$ cat src/rtl/freq_compare_ctrl_if.sv
// Frequency-compare handshake bundle between the reference-domain controller
// and its environment (enable/result side plus the synchronized
// measured-domain counter signals). The margin field exists only when
// FREQ_COMPARE_MARGIN_EN is defined.
interface freq_compare_ctrl_if #(
   parameter int DATA_WIDTH = 32
);
   logic                  enable;
   logic [DATA_WIDTH-1:0] timeout_value;
   logic                  timer_done;
   logic [DATA_WIDTH-1:0] timeout_compare;
`ifdef FREQ_COMPARE_MARGIN_EN
   logic [DATA_WIDTH-1:0] margin;
`endif
   logic                  count_enable;
   logic [DATA_WIDTH-1:0] timeout_count;
   logic                  compare_ge;
   logic                  compare_done;
   logic                  compare_err;

`ifdef FREQ_COMPARE_MARGIN_EN
   modport master (
      output enable, timeout_value, timer_done, timeout_compare, margin,
      input  count_enable, timeout_count, compare_ge, compare_done, compare_err
   );
   modport slave (
      input  enable, timeout_value, timer_done, timeout_compare, margin,
      output count_enable, timeout_count, compare_ge, compare_done, compare_err
   );
`else
   modport master (
      output enable, timeout_value, timer_done, timeout_compare,
      input  count_enable, timeout_count, compare_ge, compare_done, compare_err
   );
   modport slave (
      input  enable, timeout_value, timer_done, timeout_compare,
      output count_enable, timeout_count, compare_ge, compare_done, compare_err
   );
`endif
endinterface

$ cat src/rtl/freq_compare_ctrl.sv
// freq_compare_ctrl: reference-domain initiator of the frequency-compare
// handshake. Opens a count_enable window of at least timeout_value cycles,
// waits for the measured-domain timer_done, then compares the measured count
// against the window length. A watchdog bounds the wait for timer_done.
// Optional feature: define FREQ_COMPARE_MARGIN_EN to add a margin term that
// is added to the measured count before comparing.
module freq_compare_ctrl #(
   parameter int DATA_WIDTH = 32,
   parameter int WAIT_LIMIT = 64
) (
   input logic               clk,
   input logic               reset_n,
   freq_compare_ctrl_if.slave bus
);

   localparam int WAIT_W = (WAIT_LIMIT > 1) ? $clog2(WAIT_LIMIT) : 1;

   typedef enum logic [2:0] {
      ST_IDLE,
      ST_COUNT,
      ST_WAIT_DONE,
      ST_COMPARE,
      ST_DONE
   } state_t;

   state_t                state_reg, state_next;
   logic                  enable_d_reg;
   logic [DATA_WIDTH-1:0] value_reg, value_next;
   logic [DATA_WIDTH-1:0] count_reg, count_next;
   logic                  clr_seen_reg, clr_seen_next;
   logic [WAIT_W-1:0]     wait_cnt_reg, wait_cnt_next;
   logic                  count_enable_reg, count_enable_next;
   logic                  compare_ge_reg, compare_ge_next;
   logic                  compare_done_reg, compare_done_next;
   logic                  compare_err_reg, compare_err_next;
`ifdef FREQ_COMPARE_MARGIN_EN
   logic [DATA_WIDTH-1:0] margin_reg, margin_next;
`endif

   logic                  start;
   logic                  abort;
   logic [DATA_WIDTH:0]   count_inc;
   logic [DATA_WIDTH-1:0] count_sat;
   logic                  window_full;
   logic                  ge_result;

   assign start       = bus.enable & ~enable_d_reg;
   assign abort       = ~bus.enable;
   // One extra bit so the increment and the window test never wrap.
   assign count_inc   = {1'b0, count_reg} + {{DATA_WIDTH{1'b0}}, 1'b1};
   assign count_sat   = count_inc[DATA_WIDTH] ? {DATA_WIDTH{1'b1}} : count_inc[DATA_WIDTH-1:0];
   assign window_full = count_inc >= {1'b0, value_reg};

`ifdef FREQ_COMPARE_MARGIN_EN
   assign ge_result = ({1'b0, bus.timeout_compare} + {1'b0, margin_reg}) >= {1'b0, count_reg};
`else
   assign ge_result = {1'b0, bus.timeout_compare} >= {1'b0, count_reg};
`endif

   // State register and all registered outputs; reset clears everything.
   always_ff @(posedge clk) begin
      if (!reset_n) begin
         state_reg        <= ST_IDLE;
         enable_d_reg     <= 1'b0;
         value_reg        <= '0;
         count_reg        <= '0;
         clr_seen_reg     <= 1'b0;
         wait_cnt_reg     <= '0;
         count_enable_reg <= 1'b0;
         compare_ge_reg   <= 1'b0;
         compare_done_reg <= 1'b0;
         compare_err_reg  <= 1'b0;
`ifdef FREQ_COMPARE_MARGIN_EN
         margin_reg       <= '0;
`endif
      end else begin
         state_reg        <= state_next;
         enable_d_reg     <= bus.enable;
         value_reg        <= value_next;
         count_reg        <= count_next;
         clr_seen_reg     <= clr_seen_next;
         wait_cnt_reg     <= wait_cnt_next;
         count_enable_reg <= count_enable_next;
         compare_ge_reg   <= compare_ge_next;
         compare_done_reg <= compare_done_next;
         compare_err_reg  <= compare_err_next;
`ifdef FREQ_COMPARE_MARGIN_EN
         margin_reg       <= margin_next;
`endif
      end
   end

   // Next-state and datapath decisions; abort has priority in every busy state.
   always_comb begin
      state_next       = state_reg;
      value_next       = value_reg;
      count_next       = count_reg;
      clr_seen_next    = clr_seen_reg;
      wait_cnt_next    = wait_cnt_reg;
      compare_ge_next  = compare_ge_reg;
      compare_err_next = compare_err_reg;
`ifdef FREQ_COMPARE_MARGIN_EN
      margin_next      = margin_reg;
`endif

      case (state_reg)
         ST_IDLE: begin
            if (start) begin
               count_next      = '0;
               compare_ge_next = 1'b0;
               if (bus.timeout_value == '0) begin
                  // A zero-length window cannot be measured.
                  state_next       = ST_DONE;
                  compare_err_next = 1'b1;
               end else begin
                  state_next    = ST_COUNT;
                  value_next    = bus.timeout_value;
                  clr_seen_next = 1'b0;
`ifdef FREQ_COMPARE_MARGIN_EN
                  margin_next   = bus.margin;
`endif
               end
            end
         end

         ST_COUNT: begin
            if (abort) begin
               state_next = ST_IDLE;
            end else begin
               count_next = count_sat;
               if (!bus.timer_done) begin
                  clr_seen_next = 1'b1;
               end
               // Keep the window open while a done from the previous run is still high.
               if (window_full && (clr_seen_reg || !bus.timer_done)) begin
                  state_next    = ST_WAIT_DONE;
                  wait_cnt_next = '0;
               end
            end
         end

         ST_WAIT_DONE: begin
            if (abort) begin
               state_next = ST_IDLE;
            end else if (bus.timer_done) begin
               state_next = ST_COMPARE;
            end else if (wait_cnt_reg == WAIT_W'(WAIT_LIMIT - 1)) begin
               state_next       = ST_DONE;
               compare_err_next = 1'b1;
               compare_ge_next  = 1'b0;
            end else begin
               wait_cnt_next = wait_cnt_reg + 1'b1;
            end
         end

         ST_COMPARE: begin
            if (abort) begin
               state_next = ST_IDLE;
            end else begin
               compare_ge_next = ge_result;
               state_next      = ST_DONE;
            end
         end

         ST_DONE: begin
            if (!bus.enable) begin
               state_next       = ST_IDLE;
               compare_err_next = 1'b0;
            end
         end

         default: begin
            state_next = ST_IDLE;
         end
      endcase

      // Window and done flags are registered decodes of the next state.
      count_enable_next = (state_next == ST_COUNT);
      compare_done_next = (state_next == ST_DONE);
   end

   assign bus.count_enable  = count_enable_reg;
   assign bus.timeout_count = count_reg;
   assign bus.compare_ge    = compare_ge_reg;
   assign bus.compare_done  = compare_done_reg;
   assign bus.compare_err   = compare_err_reg;

endmodule

$ cat src/flat_wrapper.sv
// flat-port wrapper written by rule: the top's interface ports become plain ports
module freq_compare_ctrl_flat 
#(
   parameter int DATA_WIDTH = 32,
   parameter int WAIT_LIMIT = 64
)
  (clk, reset_n, bus_enable, bus_timeout_value, bus_timer_done, bus_timeout_compare, bus_count_enable, bus_timeout_count, bus_compare_ge, bus_compare_done, bus_compare_err);
  freq_compare_ctrl_if #(.DATA_WIDTH(DATA_WIDTH)) bus_i ();
  input logic clk;
  input logic reset_n;
  input wire logic [$bits(bus_i.enable)-1:0] bus_enable;
  input wire logic [$bits(bus_i.timeout_value)-1:0] bus_timeout_value;
  input wire logic [$bits(bus_i.timer_done)-1:0] bus_timer_done;
  input wire logic [$bits(bus_i.timeout_compare)-1:0] bus_timeout_compare;
  output wire logic [$bits(bus_i.count_enable)-1:0] bus_count_enable;
  output wire logic [$bits(bus_i.timeout_count)-1:0] bus_timeout_count;
  output wire logic [$bits(bus_i.compare_ge)-1:0] bus_compare_ge;
  output wire logic [$bits(bus_i.compare_done)-1:0] bus_compare_done;
  output wire logic [$bits(bus_i.compare_err)-1:0] bus_compare_err;
  assign bus_i.enable = bus_enable;
  assign bus_i.timeout_value = bus_timeout_value;
  assign bus_i.timer_done = bus_timer_done;
  assign bus_i.timeout_compare = bus_timeout_compare;
  assign bus_count_enable = bus_i.count_enable;
  assign bus_timeout_count = bus_i.timeout_count;
  assign bus_compare_ge = bus_i.compare_ge;
  assign bus_compare_done = bus_i.compare_done;
  assign bus_compare_err = bus_i.compare_err;
  freq_compare_ctrl #(.DATA_WIDTH(DATA_WIDTH), .WAIT_LIMIT(WAIT_LIMIT)) u_core (.clk(clk), .reset_n(reset_n), .bus(bus_i));
endmodule
$ cat config.mk
export PLATFORM = sky130hd
export DESIGN_NAME = freq_compare_ctrl_flat
export DESIGN_NICKNAME = d
export VERILOG_FILES = /design/src/rtl/freq_compare_ctrl_if.sv /design/src/rtl/freq_compare_ctrl.sv /design/src/flat_wrapper.sv
export SDC_FILE = /design/constraint.sdc
export NUM_CORES = 1
export LEC_CHECK = 0
export ABC_CLOCK_PERIOD_IN_PS = 5300
export CORE_MARGIN = 3
export CORE_UTILIZATION = 57
export CTS_CLUSTER_SIZE = 24
export DETAILED_ROUTE_END_ITERATION = 16
export GPL_TIMING_DRIVEN = 0
export PLACE_DENSITY = 0.86
export SYNTH_ARGS = -nofsm -noshare
export SYNTH_HDL_FRONTEND = slang
export SYNTH_SLANG_ARGS = --single-unit
$ cat constraint.sdc
create_clock -name clk -period 5.3 [get_ports clk]
set_input_delay 0.795 -clock clk [delete_from_list [all_inputs] [get_ports clk]]
set_output_delay 0.795 -clock clk [all_outputs]
set_load 0.01 [all_outputs]
==> flow_summary_export.csv <==
group,metric,value,unit
outcome,status,"finished with violations",
outcome,violations,"DRC",
power,leakage,2.90,nW
global_routing,antenna_found_initial,0,
critical_path,worstSetupPathType,"reg -> reg",
placed_design,hpwl,12.6,mm
clock_network,post_cts_resize_count,0,
timing,fmax,213,MHz
global_routing,grt_pass1_vias,5547,
critical_path,reg2reg_depth,14,
timing,rsz0062_at_grt,"no",
clock_network,path_clk_slew,0.09,ns
logic_synthesis,synth_common_cells,"dfxtp_1 (79), ha_1 (66), inv_1 (64), o21ai_0 (50)",
timing,fin_ws,0.600,ns
global_routing,grt_start_max_net_pins,15,
clock_network,postCtsSetupBuffers,0,
clock_network,insertion_delay,0.37,ns
final_layout,fillers,717,
timing,post-route-min-period,4.70,ns
final_layout,antennaDiodeCount,0,
final_layout,area_delta_synth_final,26.2,%
critical_path,rrSetupSlack,0.60,ns
timing,finalCritPeriodShare,0.887,
critical_path,r2r_end,"u_core.bus.count_enable",
logic_synthesis,synth_top_flop_cell,"dfxtp_1",
logic_synthesis,synthCells,657,
flow_run,maxCapViolations,0,
logic_synthesis,synth_cell_type_count,50,
critical_path,cp.arrival,4.96,ns
logic_synthesis,synth.cell_area,5530,um2
timing,fin_hold_ws,0.505,ns
clock_network,clockBufferDepth,2,
final_layout,finish.utilization,0.748,
logic_synthesis,synth.area.top_cells,"dfxtp_1 (29%), ha_1 (15%), mux2i_1 (5.8%)",
clock_network,numClockSinks,79,
logic_synthesis,synth.most_common_cell,"dfxtp_1",
route,via_count,5433,
clock_network,cts_root_buffer,"clkbuf_8",
route,first_iter_violations,355,
timing,tightest_slew,1.00,ns
power,p_per_area,222,nW/um2
die,coreArea,9330,um2
power,peakVddDrop,153,uV
route,routedWlPerCell,18.0,um
min_path,hp-class,"reg -> reg",
clock_network,htree_levels,3,
die,rows,35,
critical_path,cp-start-kind,"flop",
logic_synthesis,synth_top_area_frac,0.286,
logic_synthesis,async_flop_share,0,
logic_synthesis,synth-edff-count,0,
timing,fin_worst_skew,0.0131,ns
critical_path,endpoint,"u_core.bus.count_enable",
final_layout,final_nets,905,
route,routed_wl,16.3,mm
die,ioPinCount,104,
placed_design,port_buffers,103,
global_routing,gr-total-overflow,0,
route,final_antenna_net_count,0,
timing,slew_headroom,0.327,
critical_path,r2r-start,"u_core.bus.timeout_count[0]",
route,first_pass_iters,11,
route,vias_per_cell,6.00,
die,initial_core_util,0.593,
die,die_x,104,um
logic_synthesis,synth_seq_cells,79,
clock_network,cts_tree,"built",
critical_path,cp_max_fo,9,
logic_synthesis,synthesis.nets,791,
clock_network,cts_hold_buf,0,
die,dieArea,10900,um2
timing,tns,0,ns
timing,hold_viol,0,
timing,setup_viol,0,
global_routing,grt_pass1_wl,26.4,mm
final_layout,drive_gt1_frac,0.0412,
timing,final_max_slew_viol_count,0,
placed_design,gp_congestion,0.897,
global_routing,track_usage,0.295,
route,drc_errors,1,
critical_path,required,5.56,ns
logic_synthesis,synth_warnings,0,
critical_path,crit_start,"u_core.bus.timeout_count[0]",
placed_design,dpl_worst_slack,0.784,ns
logic_synthesis,syn_avg_cell_area,8.42,um2
logic_synthesis,ys_seq_area_frac,0.286,
critical_path,endpoint_kind,"flop",
die,chipHeight,104,um
logic_synthesis,yosys.area.top_type,"dfxtp_1",
power,power,0.00155,W
clock_network,numCtsBuffers,9,
==> power breakdown <==
group          leakage [nW]  switching (W)  internal, W
clock network         0.127       0.000251     0.000329
registers             0.643      0.0000201     0.000619
logic                  2.13       0.000169     0.000158
total                  2.90       0.000440      0.00111
==> metrics by stage <==
stage / std cells / area (um2)
6_report: 905 / 6980
4_1_cts: 905 / 6980
2_1_floorplan: 657 / 5530
3_5_place_dp: 889 / 6720
3_3_place_gp: 889 / 6720
5_1_grt: 905 / 6980
==> metal layers <==
layer | up-vias | GRT usage | part of all wire
met2 | 266 | 0.494 | 0.47
met4 | 0 | 0.160 | 0.042
met5 | - | 0 | 0
met1 | 2530 | 0.350 | 0.40
li1 | 2584 | - | -
met3 | 53 | 0.0633 | 0.085
==> worst max-delay path: stages, from the launching register on <==
cell and delay (ns):
dfxtp_1 0.53, ha_1 0.30, nand3_2 0.27, nor4_1 0.59, and2_1 0.20, clkbuf_1 0.29, nand2_1 0.11, xnor2_1 0.18
ha_1 0.34, nand4_1 0.18, nor4_1 0.63, o21ai_0 0.23, a31o_2 0.30, a21o_1 0.23, and4b_1 0.22
==> area by class of cell <==
type / instances / area (um2) / area share
clock buffer: 10 / 138 / 0.0197
tap: 129 / 161 / 0.0231
timing repair buffer: 103 / 1030 / 0.148
clock inverter: 6 / 116 / 0.0167
multi-input combinational: 487 / 3600 / 0.516
sequential: 79 / 1580 / 0.227
inverter: 64 / 240 / 0.0344
buffer: 27 / 110 / 0.0158
==> cells in the final DEF, fill, tap and decap left out, types with 3 or more instances in the layout <==
| cell type | n |
|---|---|
| a21boi_0 | 8 |
| a21o_1 | 10 |
| a21oi_1 | 36 |
| a31oi_1 | 4 |
| and2_1 | 8 |
| and3_1 | 13 |
| and4_1 | 6 |
| buf_2 | 7 |
| bufinv_16 | 3 |
| clkbuf_1 | 20 |
| clkbuf_8 | 10 |
| clkdlybuf4s50_1 | 103 |
| dfxtp_1 | 79 |
| ha_1 | 66 |
| inv_1 | 64 |
| mux2i_1 | 32 |
| nand2_1 | 27 |
| nand2b_1 | 7 |
| nand3_1 | 14 |
| nand3b_1 | 3 |
| nand4_1 | 20 |
| nor2_1 | 34 |
| nor2b_1 | 36 |
| nor3_1 | 11 |
| nor3b_1 | 3 |
| nor4_1 | 16 |
| o211a_1 | 13 |
| o21ai_0 | 50 |
| o311a_1 | 5 |
| xnor2_1 | 33 |
==> kinds of logic after synthesis <==
kind of cell | after synthesis | share of synthesized area
AO/OA/AOI/OAI | 144 | 0.166
XOR/XNOR | 35 | 0.0554
adder cells (fa/ha/maj) | 66 | 0.149
buffers and inverters | 91 | 0.0634
flip-flops | 79 | 0.286
multiplexers | 33 | 0.0600
AND/OR/NAND/NOR | 209 | 0.220
==> worst min path at each step <==
| stage | startpoint | to | depth (start not counted) |
|---|---|---|---|
| after floorplan | u_core.clr_seen_reg | u_core.clr_seen_reg | 2 |
| after global placement | u_core.clr_seen_reg | u_core.clr_seen_reg | 2 |
| after detailed placement | u_core.clr_seen_reg | u_core.clr_seen_reg | 2 |
| after CTS | u_core.clr_seen_reg | u_core.clr_seen_reg | 2 |
| after global routing | u_core.bus.compare_err | u_core.bus.compare_err | 1 |
| final | u_core.clr_seen_reg | u_core.clr_seen_reg | 2 |
Power figures use the tool's default switching activity.
